## src/rtl/lfsr_pkg.sv

```systemverilog
// rtl/lfsr_pkg.sv - shared types and helpers for the LFSR sequence generator
//
// Purpose : generator FSM state enum, Galois step function, and a table of
//           maximal-length Galois feedback masks for widths 3..16.
// Ports   : none (package).

package lfsr_pkg;

    // Widest LFSR supported; helpers operate on this width and callers
    // zero-extend their narrower state/taps.
    localparam int MAX_WIDTH = 16;

    typedef enum logic [1:0] {
        IDLE = 2'd0,
        RUN  = 2'd1,
        HOLD = 2'd2,
        DONE = 2'd3
    } gen_state_t;

    // Right-shifting Galois masks giving a period of 2^n - 1, indexed by width.
    localparam logic [MAX_WIDTH-1:0] MAX_TAPS [3:16] = '{
        16'h0006,   // 3
        16'h000C,   // 4
        16'h0014,   // 5
        16'h0030,   // 6
        16'h0060,   // 7
        16'h00B8,   // 8
        16'h0110,   // 9
        16'h0240,   // 10
        16'h0500,   // 11
        16'h0829,   // 12
        16'h100D,   // 13
        16'h2015,   // 14
        16'h6000,   // 15
        16'hD008    // 16
    };

    // One Galois step: shift right, fold the mask in when the bit shifted
    // out was set. A nonzero state never maps to zero.
    function automatic logic [MAX_WIDTH-1:0] galois_step(
        input logic [MAX_WIDTH-1:0] state,
        input logic [MAX_WIDTH-1:0] taps
    );
        return (state >> 1) ^ (state[0] ? taps : {MAX_WIDTH{1'b0}});
    endfunction

endpackage

```

## src/rtl/lfsr_core.sv

```systemverilog
// rtl/lfsr_core.sv - LFSR state register with Galois step function
//
// Purpose : holds the LFSR state; loads a new state or advances one step.
// Ports   : clk, reset (async, active-high)
//           load        - replace state with load_value (wins over adv)
//           load_value  - state to load; caller guarantees nonzero
//           adv         - advance state to next
//           state       - current LFSR state
//           next        - combinational successor of state

module lfsr_core
    import lfsr_pkg::*;
#(
    parameter int               WIDTH       = 4,
    parameter logic [WIDTH-1:0] TAPS        = WIDTH'(4'hC),
    parameter logic [WIDTH-1:0] RESET_VALUE = WIDTH'(1)
) (
    input  logic             clk,
    input  logic             reset,
    input  logic             load,
    input  logic [WIDTH-1:0] load_value,
    input  logic             adv,
    output logic [WIDTH-1:0] state,
    output logic [WIDTH-1:0] next
);

    logic [MAX_WIDTH-1:0] state_ext;
    logic [MAX_WIDTH-1:0] taps_ext;
    logic [MAX_WIDTH-1:0] step_ext;
    // Upper bits of the widened step are always zero; folded here so the
    // full-width result is consumed.
    logic                 unused_step_hi;

    always_comb begin
        state_ext             = '0;
        taps_ext              = '0;
        state_ext[WIDTH-1:0]  = state;
        taps_ext[WIDTH-1:0]   = TAPS;
        step_ext              = galois_step(state_ext, taps_ext);
        next                  = step_ext[WIDTH-1:0];
        unused_step_hi        = ^step_ext;
    end

    always_ff @(posedge clk or posedge reset) begin
        if (reset) begin
            state <= RESET_VALUE;
        end else if (load) begin
            state <= load_value;
        end else if (adv) begin
            state <= next;
        end
    end

endmodule

```

## src/rtl/lfsr_sequence_gen.sv

```systemverilog
// rtl/lfsr_sequence_gen.sv - Galois LFSR sequence generator with handshake
//
// Purpose : pseudo-random source with runtime seed, zero-seed protection,
//           free-run / one-shot modes, wrap detection and step counting,
//           presented through a valid/ready output with backpressure.
// Ports   : clk, reset (async, active-high)
//           seed_load, seed_in      - load runtime seed, clear counters/flags
//           enable                  - permit stepping
//           oneshot                 - stop after one full period
//           out_data, out_valid     - generated value and its valid flag
//           out_ready               - consumer accepts out_data
//           wrap                    - pulse: sequence returned to start value
//           step_cnt                - steps since start value
//           done                    - one-shot period complete (sticky)
//           lockup                  - pulse: zero seed replaced by 1

module lfsr_sequence_gen
    import lfsr_pkg::*;
#(
    parameter int               WIDTH = 4,
    parameter logic [WIDTH-1:0] TAPS  = WIDTH'(4'hC),
    parameter logic [WIDTH-1:0] SEED  = WIDTH'(1)
) (
    input  logic             clk,
    input  logic             reset,
    input  logic             seed_load,
    input  logic [WIDTH-1:0] seed_in,
    input  logic             enable,
    input  logic             oneshot,
    output logic [WIDTH-1:0] out_data,
    output logic             out_valid,
    input  logic             out_ready,
    output logic             wrap,
    output logic [WIDTH-1:0] step_cnt,
    output logic             done,
    output logic             lockup
);

    // A zero state would lock the LFSR, so zero seeds are replaced by 1.
    localparam logic [WIDTH-1:0] START_RST = (SEED == '0) ? WIDTH'(1) : SEED;

    gen_state_t       state;
    gen_state_t       state_next;

    logic [WIDTH-1:0] lfsr;
    logic [WIDTH-1:0] lfsr_next;
    logic [WIDTH-1:0] start;
    logic [WIDTH-1:0] seed_fixed;
    logic             seed_zero;
    logic             stall;
    logic             adv;
    logic             wrap_hit;

    assign seed_zero  = (seed_in == '0);
    assign seed_fixed = seed_zero ? WIDTH'(1) : seed_in;

    // done is the DONE state itself, so it stays sticky until seed_load.
    assign done     = (state == DONE);
    assign stall    = out_valid & ~out_ready;
    assign adv      = enable & ~stall & ~done & ~seed_load;
    assign wrap_hit = (lfsr_next == start);

    lfsr_core #(
        .WIDTH       (WIDTH),
        .TAPS        (TAPS),
        .RESET_VALUE (START_RST)
    ) u_core (
        .clk        (clk),
        .reset      (reset),
        .load       (seed_load),
        .load_value (seed_fixed),
        .adv        (adv),
        .state      (lfsr),
        .next       (lfsr_next)
    );

    always_ff @(posedge clk or posedge reset) begin
        if (reset) begin
            state <= IDLE;
        end else begin
            state <= state_next;
        end
    end

    // DONE is left only through seed_load; the one-shot entry is taken on
    // the step that returns to the start value.
    always_comb begin
        state_next = state;
        if (seed_load) begin
            state_next = enable ? RUN : IDLE;
        end else if (state == DONE) begin
            state_next = DONE;
        end else if (adv && wrap_hit && oneshot) begin
            state_next = DONE;
        end else if (adv) begin
            state_next = RUN;
        end else if (enable && stall) begin
            state_next = HOLD;
        end else begin
            state_next = IDLE;
        end
    end

    always_ff @(posedge clk or posedge reset) begin
        if (reset) begin
            start     <= START_RST;
            out_data  <= '0;
            out_valid <= 1'b0;
            wrap      <= 1'b0;
            step_cnt  <= '0;
            lockup    <= 1'b0;
        end else if (seed_load) begin
            // Any unconsumed value is dropped here.
            start     <= seed_fixed;
            out_valid <= 1'b0;
            wrap      <= 1'b0;
            step_cnt  <= '0;
            lockup    <= seed_zero;
        end else begin
            wrap   <= 1'b0;
            lockup <= 1'b0;
            if (adv) begin
                // Accept and advance together keeps out_valid high for
                // one value per cycle.
                out_data  <= lfsr_next;
                out_valid <= 1'b1;
                if (wrap_hit) begin
                    wrap     <= 1'b1;
                    step_cnt <= '0;
                end else begin
                    step_cnt <= step_cnt + WIDTH'(1);
                end
            end else if (out_valid && out_ready) begin
                out_valid <= 1'b0;
            end
        end
    end

endmodule

```

## config.mk

```make
export PLATFORM = sky130hd
export DESIGN_NAME = lfsr_sequence_gen
export DESIGN_NICKNAME = d
export VERILOG_FILES = /design/src/rtl/lfsr_pkg.sv /design/src/rtl/lfsr_core.sv /design/src/rtl/lfsr_sequence_gen.sv
export SDC_FILE = /design/constraint.sdc
export NUM_CORES = 1
export LEC_CHECK = 0
export BUFFER_PORTS_ARGS = -buffer_cell sky130_fd_sc_hd__buf_4
export CORE_UTILIZATION = 50
export DETAILED_ROUTE_END_ITERATION = 7
export HOLD_SLACK_MARGIN = 0.12
export PLACE_DENSITY = 0.75
export SLEW_MARGIN = 20
export SYNTH_ARGS = -nofsm -noshare
export SYNTH_HDL_FRONTEND = slang
export SYNTH_SLANG_ARGS = --single-unit
export TNS_END_PERCENT = 20
```

## constraint.sdc

```tcl
create_clock -name clk -period 2.2 [get_ports clk]
set_input_delay 0.22 -clock clk [delete_from_list [all_inputs] [get_ports clk]]
set_output_delay 0.22 -clock clk [all_outputs]
set_load 0.03 [all_outputs]
```

* Word level (Yosys, flattened, before mapping) *
Index checks and enable logic that the tools add are counted.

storage, ports and cells
  flip-flop bits (word level) = 21
  bits in latches = 0
  RAM bits = 0
  ROM bits = 0
  input port bits = 10
  memories kept = 0

cells by class
  $add $sub $neg = 1
  multipliers = 0
  divide/modulo/power cells = 0
  $lt $le $gt $ge = 0
  equality and inequality tests = 2
  shift operators = 0
  muxes and demuxes = 20
  bitwise gates (word level) = 9
  reductions and logical operators = 8

operators by type and width
  kind                                                            count
  4-bit 2-to-1 mux                                                7
  2-bit 2-to-1 mux                                                5
  1-bit 2-to-1 mux                                                8
  4-bit by 1-bit adder with 4-bit output (second input constant)  1
  1-bit bitwise AND                                               4
  4-bit == test                                                   1
  1-bit logical AND                                               4
  4-bit logical NOT                                               1
  1-bit inverter                                                  4
  3-bit by 4-bit XOR with 4-bit output                            1
  3-bit nonzero test                                              1
  2-bit == test (second input constant)                           1
  2-bit AND reduction                                             1
  2-bit nonzero test                                              1

* Logic depth before layout (Yosys ltp) *
Gate-level depths: netlist (run 1).

  word-level depth = 11
  depth in mapped cells = 5
  gate-level depth less buffers = 5

* Cells and area by module *
A second synthesis (run 1) with hierarchy kept.

unflattened totals
  cell total of the unflattened synthesis = 85
  area total of the unflattened synthesis = 1031.0 um2

modules (own cells, without submodules)
  module             times used  cells each  area each (um2)  sequential area each (um2)
  lfsr_sequence_gen  1           62          798.3            426.7
  lfsr_core          1           23          232.7            101.3

* Worst setup path after synthesis (run 1) *
Ideal clock, no wire load.

  path kind = register -> register
  start point = register u_core.state[0]
  end point = register state[1]
  data arrival time = 1.590 ns
  required time = 2.101 ns
  setup slack = 0.511 ns
  cell stages (with the launch flop) = 5
  period minus slack after synthesis = 1.689 ns
  path through = dfstp_2 -> xor3_1 -> nor4_2 -> nand2_1 -> a311oi_1

on the way
  longest elaborated chain between the ends = 8

ends and longest elaborated chain
  element                               RTL line                 text
  from (decl)                           lfsr_core.sv:23          output logic [WIDTH-1:0] state,
  from (signal assigned)                lfsr_core.sv:48          state <= load_value;
  from (signal assigned)                lfsr_core.sv:50          state <= next;
  4-bit 2-to-1 mux                      lfsr_pkg.sv:44           return (state >> 1) ^ (state[0] ? taps : {MAX_WIDTH{1'b0}});
  3-bit by 4-bit XOR with 4-bit output  lfsr_pkg.sv:44
  4-bit == test                         lfsr_sequence_gen.sv:61  assign wrap_hit = (lfsr_next == start);
  1-bit logical AND (2 in a row)        lfsr_sequence_gen.sv:93  end else if (adv && wrap_hit && oneshot) begin
  2-bit 2-to-1 mux                      lfsr_sequence_gen.sv:93
  2-bit 2-to-1 mux                      lfsr_sequence_gen.sv:91  end else if (state == DONE) begin
  2-bit 2-to-1 mux                      lfsr_sequence_gen.sv:89  if (seed_load) begin
  net state_next[1]                     lfsr_sequence_gen.sv:43  gen_state_t state_next;
  to (signal assigned)                  lfsr_sequence_gen.sv:81  state <= state_next;
  to (decl)                             lfsr_sequence_gen.sv:42  gen_state_t state;

The timed path passes the listed nets, and every way through them passes these cells.
A chain may end at the register's enable or synchronous reset.

* Worst setup path in the final report (run 1) *
Ends and elaborated chain as after synthesis.

==> out/metrics.csv, run 1 <==
stage,metric,value,unit
run_status,status,finished clean,
hold_path,Hold Crit Class,primary input to register,
critical_path,worst-path maximum fanout,7,
synth,Synthesized Nets,101,
timing,Worst Max-Slew Pin Slew,0.756,ns
timing,# setup viols final,0,
cells_and_area,filler instances,150,
grt,initial antenna violation count,0,
detailed_routing,vias per cell,5.03,
synth,synth warn,0,
timing,FMAX,527,MHz
power,Pwr Density,728,nW/um^2
grt,first-pass GRT wire length,2.80,mm
timing,count of final hold-check violations,0,
critical_path,CP endpoint kind,register,
floorplanning,# rows,15,
clock_network,htree depth,1,
clock_network,clock slew at reported path FFs,0.11,ns
detailed_routing,drt total wl,1.65,mm
critical_path,crit path launch type,register,
place,gpl congestion,0.755,
detailed_routing,DRT Pass-1 Iters,4,
timing,Final Max Tran Viols,0,
detailed_routing,# DRC,0,
timing,RSZ-0062 raised after global routing,no,
timing,Tcrit/Tclk final,86.3,%
grt,all-layer global routing usage,19.6,%
synth,"Avg Cell Area, Syn",10.7,um^2
clock_network,clk_lat worst skew,0.30,ns
synth,"Distinct cells, synth",28,
critical_path,kind of critical path,register to register,
timing,Clock Skew,0.00398,ns
timing,setup TNS,0,ns
synth,Synth top area share,49.4,%
grt,largest net degree at the start of global routing,22,
synth,post-synthesis sequential area ratio,54.8,%
synth,Post-Synthesis Cells,90,
job,Max Cap Viol,0,
critical_path,critical path arrival,2.12,ns
cells_and_area,Nets,128,
power,maximum vdd drop,0.514,mV
place,port bufs,21,
clock_network,total CTS buffers,3,
cells_and_area,area grow syn2layout,25.1,%
hold_path,worst hold path cell count,3,
detailed_routing,Starting DRT DRC Count,8,
clock_network,Root Buffer Master,clkbuf_4,
clock_network,CTS Sinks,21,
synth,Yosys reg bits,21,
timing,"Min Clock Period, post-route",1.90,ns
floorplanning,Die Y,45.9,um
power,Lkg Pwr,0.589,nW
grt,vias in the first global route,684,
floorplanning,die area,2110,um^2
detailed_routing,total vias in the final route,709,
floorplanning,Core Box Area,1760,um^2
synth,top post-synthesis cells by area,"dfrtp_1, dfstp_2, mux2_2",
cells_and_area,Util after Layout,68.3,%
clock_network,Max clock buf depth,2,
critical_path,Required @ worst endpoint,2.42,ns
timing,Worst slew margin,49.5,%
cells_and_area,# diodes,0,
critical_path,R2R cell count,4,
clock_network,CTS tree,yes,
cells_and_area,layout cells sized above 1,28.4,%
synth,mapped cell area,963,um^2
detailed_routing,Routed Antenna Nets,0,
grt,gr ovfl total,0,
synth,largest area contributor in the netlist,dfrtp_1,
floorplanning,Starting Density,54.6,%
floorplanning,Die Span X,45.9,um
place,hpwl dp,1.20,mm
detailed_routing,Routed WL per cell,11.7,um
floorplanning,number of I/O pins,22,
==> worst paths after layout <==
check                           startpoint              end  slack [ns]
min reg2reg                    out_data[2]      out_data[2]        0.52
min in group asynchronous            reset  u_core.state[2]        0.60
max reg2reg                u_core.state[0]         state[1]        0.30
max                        u_core.state[0]         state[1]        0.30
min                             seed_in[1]  u_core.state[1]        0.16
max in group asynchronous            reset  u_core.state[1]        1.13
==> sequential cells by signal (all words and copies together), names as in the netlist <==
name	count
out_data	4
start	4
step_cnt	4
u_core.state	4
state	2
lockup	1
out_valid	1
wrap	1
==> cell families after synthesis <==
kind of cell	share of synthesized area, %
AOI/OAI and AO/OA	9.09
xor gates and xnor gates	6.10
adders and majority gates	1.30
buffers and inverters	3.51
DFF	54.8
muxes	8.83
and+or+nand+nor	16.4
==> per-layer routing <==
layer / global-route usage [%] / wire (um) / up-vias
met5: 0 / 0 / -
met4: 12.4 / 44 / 0
met3: 4.76 / 68 / 5
met2: 30.1 / 747 / 21
met1: 24.6 / 785 / 322
li1: - / - / 361
==> cell usage in the layout (no fill, tap or decap), drive strengths merged, types with 2 or more instances in the layout <==
cell	synthesis	final
buf	0	22
a21oi	5	5
nor4	2	2
o21ai	8	8
xor2	4	4
nand2	10	10
clkbuf	3	4
mux2i	4	4
inv	6	6
nor2	5	5
nand2b	3	3
dfstp	2	2
nand3	2	2
dfrtp	19	19
dlygate4sd3	0	3
mux2	4	4
==> through the flow <==
step,total power [mW],setup WS [ns],instances,hold WS (ns),area (um^2)
2_1_floorplan,0.620,0.511,90,0.195,963
3_3_place_gp,0.696,0.374,134,0.404,1150
3_5_place_dp,0.702,0.314,134,0.401,1150
4_1_cts,0.888,0.287,141,0.149,1200
5_1_grt,0.931,0.171,141,0.156,1200
6_report,0.877,0.302,141,0.157,1200
==> power by group <==
part	switching, mW	internal, mW	total, mW	leakage, nW
clock	0.111	0.0708	0.182	0.0150
combinational	0.126	0.105	0.230	0.312
sequential	0.0322	0.433	0.465	0.262
==> cells in the mapped netlist <==
library cell   n
a21o_1         1
a21oi_1        5
a311oi_1       1
a31oi_1        1
and2_1         1
clkbuf_1       3
dfrtp_1       19
dfstp_2        2
ha_1           1
inv_1          6
mux2_2         4
mux2i_1        4
nand2_1       10
nand2b_1       3
nand3_1        2
nand3b_1       1
nand4_1        1
nor2_1         5
nor2b_1        1
nor3_1         1
nor4_1         1
nor4_2         1
o21ai_0        8
or3_1          1
or3b_2         1
or4_1          1
xor2_1         4
xor3_1         1
==> worst max-delay path: stages, from the launching register on <==
cell      delay [ns]
dfstp_2         0.60
xor3_1          0.43
nor4_2          0.43
nand2_1         0.10
a311oi_1        0.26
==> repair_timing <==
item,CTS,global route
gates resized for setup,0,0
setup endpoints to repair,0,0
hold endpoints to repair,20,0
setup buffers,0,0
hold buffers,3,0
==> area by class of cell <==
| cell class | count | area, um^2 | share of cell area (%) |
|---|---|---|---|
| flip-flops and latches | 21 | 528 | 43.8 |
| multi-input cells | 60 | 402 | 33.3 |
| repair buffers | 25 | 195 | 16.2 |
| well taps | 25 | 31.3 | 2.60 |
| clock buffers | 4 | 26.3 | 2.18 |
| inverters | 6 | 22.5 | 1.87 |
Power figures use the tool's default switching activity.
==> run 2: changes to the inputs <==
Settings changed: ABC_AREA set to 1, PLACE_DENSITY 0.75 to 0.74.
==> out/metrics.csv, run 2 <==
stage,metric,value,unit
run_status,status,finished clean,
cells_and_area,layout cells sized above 1,31.9,%
hold_path,Hold Crit Class,primary input to register,
floorplanning,# rows,15,
synth,"count leader, synth",nand2_1,
grt,gr ovfl total,0,
critical_path,kind of critical path,primary input to register,
timing,FMAX,737,MHz
place,hpwl dp,1.40,mm
clock_network,CTS tree,yes,
timing,# setup viols final,0,
timing,Final Max Tran Viols,0,
place,Place WS,0.908,ns
floorplanning,Die Y,46.8,um
timing,Worst Max-Slew Pin Slew,0.748,ns
synth,mapped cell area,1000,um^2
timing,hold_ws,0.145,ns
detailed_routing,total vias in the final route,793,
synth,post-synthesis sequential area ratio,52.6,%
clock_network,Post-CTS Resized,0,
synth,"Avg Cell Area, Syn",8.97,um^2
detailed_routing,vias per cell,4.87,
clock_network,clock slew at reported path FFs,0.11,ns
grt,initial antenna violation count,0,
power,maximum vdd drop,0.430,mV
detailed_routing,Routed WL per cell,11.2,um
critical_path,CP endpoint kind,register,
power,Pwr Density,691,nW/um^2
synth,synth warn,0,
detailed_routing,Routed Antenna Nets,0,
timing,Final WS setup,0.843,ns
cells_and_area,Non-Filler Instances,163,
floorplanning,die area,2190,um^2
synth,Commonest cells post-synth,"nand2_1, dfrtp_1, inv_1",
critical_path,Required @ worst endpoint,2.42,ns
synth,predominant post-synthesis flop cell,dfrtp_1,
detailed_routing,Starting DRT DRC Count,17,
timing,setup TNS,0,ns
clock_network,Root Buffer Master,clkbuf_4,
place,port bufs,21,
job,Max Cap Viol,0,
grt,vias in the first global route,711,
critical_path,worst-path maximum fanout,6,
timing,"Min Clock Period, post-route",1.36,ns
clock_network,hold buffers post-CTS,2,
power,Pwr Total,0.854,mW
synth,"Distinct cells, synth",26,
timing,Worst slew margin,50.1,%
synth,largest area contributor in the netlist,dfrtp_1,
place,gpl congestion,0.760,
synth,Synth top area share,47.3,%
clock_network,htree depth,1,
cells_and_area,# diodes,0,
synth,Yosys reg bits,21,
cells_and_area,area grow syn2layout,22.9,%
cells_and_area,"commonest non-fill, non-tap cell in the layout",nand2_1,
floorplanning,Starting Density,55.8,%
floorplanning,Die Span X,46.8,um
floorplanning,Core Box Area,1800,um^2
synth,Post-Synthesis Cells,112,
cells_and_area,design area,1230,um^2
place,Placed Cells incl. Taps,157,
clock_network,total CTS buffers,3,
cells_and_area,Nets,150,
timing,RSZ-0062 raised after global routing,no,
clock_network,clk_lat worst skew,0.30,ns
timing,Clock Skew,0.00240,ns
place,dpl cell area,1190,um^2
synth,top post-synthesis cells by area,"dfrtp_1, nand2_1, dfstp_2",
synth,Synthesized Nets,123,
clock_network,Max clock buf depth,2,
grt,largest net degree at the start of global routing,22,
grt,all-layer global routing usage,20.0,%
synth,number of synthesized flops with an enable pin,0,
cells_and_area,"commonest non-fill, non-tap cells in the layout","nand2_1, buf_4, dfrtp_1, inv_1, nand3_1",
clock_network,post-CTS setup buffers,0,
cells_and_area,Util after Layout,68.5,%
detailed_routing,DRT Pass-1 Iters,4,
timing,count of final hold-check violations,0,
clock_network,CTS Sinks,21,
critical_path,crit path launch type,primary input,
synth,Async SR Flop Fraction,100,%
timing,Tcrit/Tclk final,61.7,%
power,Lkg Pwr,0.658,nW
floorplanning,number of I/O pins,22,
detailed_routing,drt total wl,1.83,mm
critical_path,critical path arrival,1.57,ns
grt,first-pass GRT wire length,3.03,mm
detailed_routing,# DRC,0,
-- run 2: cell types whose count changed after synthesis, sizes merged, moves of 3 or more --
cell    delta
a21oi      -4
clkbuf     -3
inv       +11
mux2       -4
mux2i      -4
nand2     +31
nand2b     -3
nand3      +5
-- run 2: worst paths after layout --
path	from	endpoint	slack (ns)	cells after the start
setup reg to reg	u_core.state[0]	state[1]	0.87	8
hold reg to reg	out_data[1]	out_data[1]	0.48	2
hold / removal	seed_in[1]	start[1]	0.14	3
setup / recovery	out_ready	out_valid	0.84	7
min in group asynchronous	reset	out_data[2]	0.60	3
max in group asynchronous	reset	u_core.state[2]	1.14	3
-- run 2: critical path: stages --
cell and delay, ns:
dlygate4sd3_1 0.53, buf_4 0.14, nor2_2 0.16, nor2_4 0.07
nor2_4 0.16, inv_2 0.10, o31ai_1 0.19
-- run 2: routing by layer --
metal	vias up	track usage, %	wire length [um]
li1	409	-	-
met1	362	26.8	838
met2	17	31.9	907
met3	5	2.31	50
met4	0	10.3	36
met5	-	0	0
-- run 2: layout make-up --
type | instances | area, um^2
Inverter | 17 | 66.3
Sequential cell | 21 | 528
Tap cell | 25 | 31.3
Clock buffer | 4 | 26.3
Timing Repair Buffer | 23 | 178
Fill cell | 150 | 567
Multi-Input combinational cell | 73 | 405
-- run 2: where the power goes --
| part | switching, mW | internal, mW | leakage [nW] | total, mW |
|---|---|---|---|---|
| clock | 0.110 | 0.0707 | 0.0150 | 0.181 |
| sequential | 0.0265 | 0.428 | 0.265 | 0.454 |
| combinational | 0.139 | 0.0802 | 0.379 | 0.219 |
-- run 2: cells by family after synthesis --
logic type / share of synthesized area (%)
buffers and inverters: 7.10
AOI/OAI and AO/OA: 7.60
and+or+nand+nor: 28.9
DFF: 52.6
adders and majority gates: 1.25
xor gates and xnor gates: 2.62
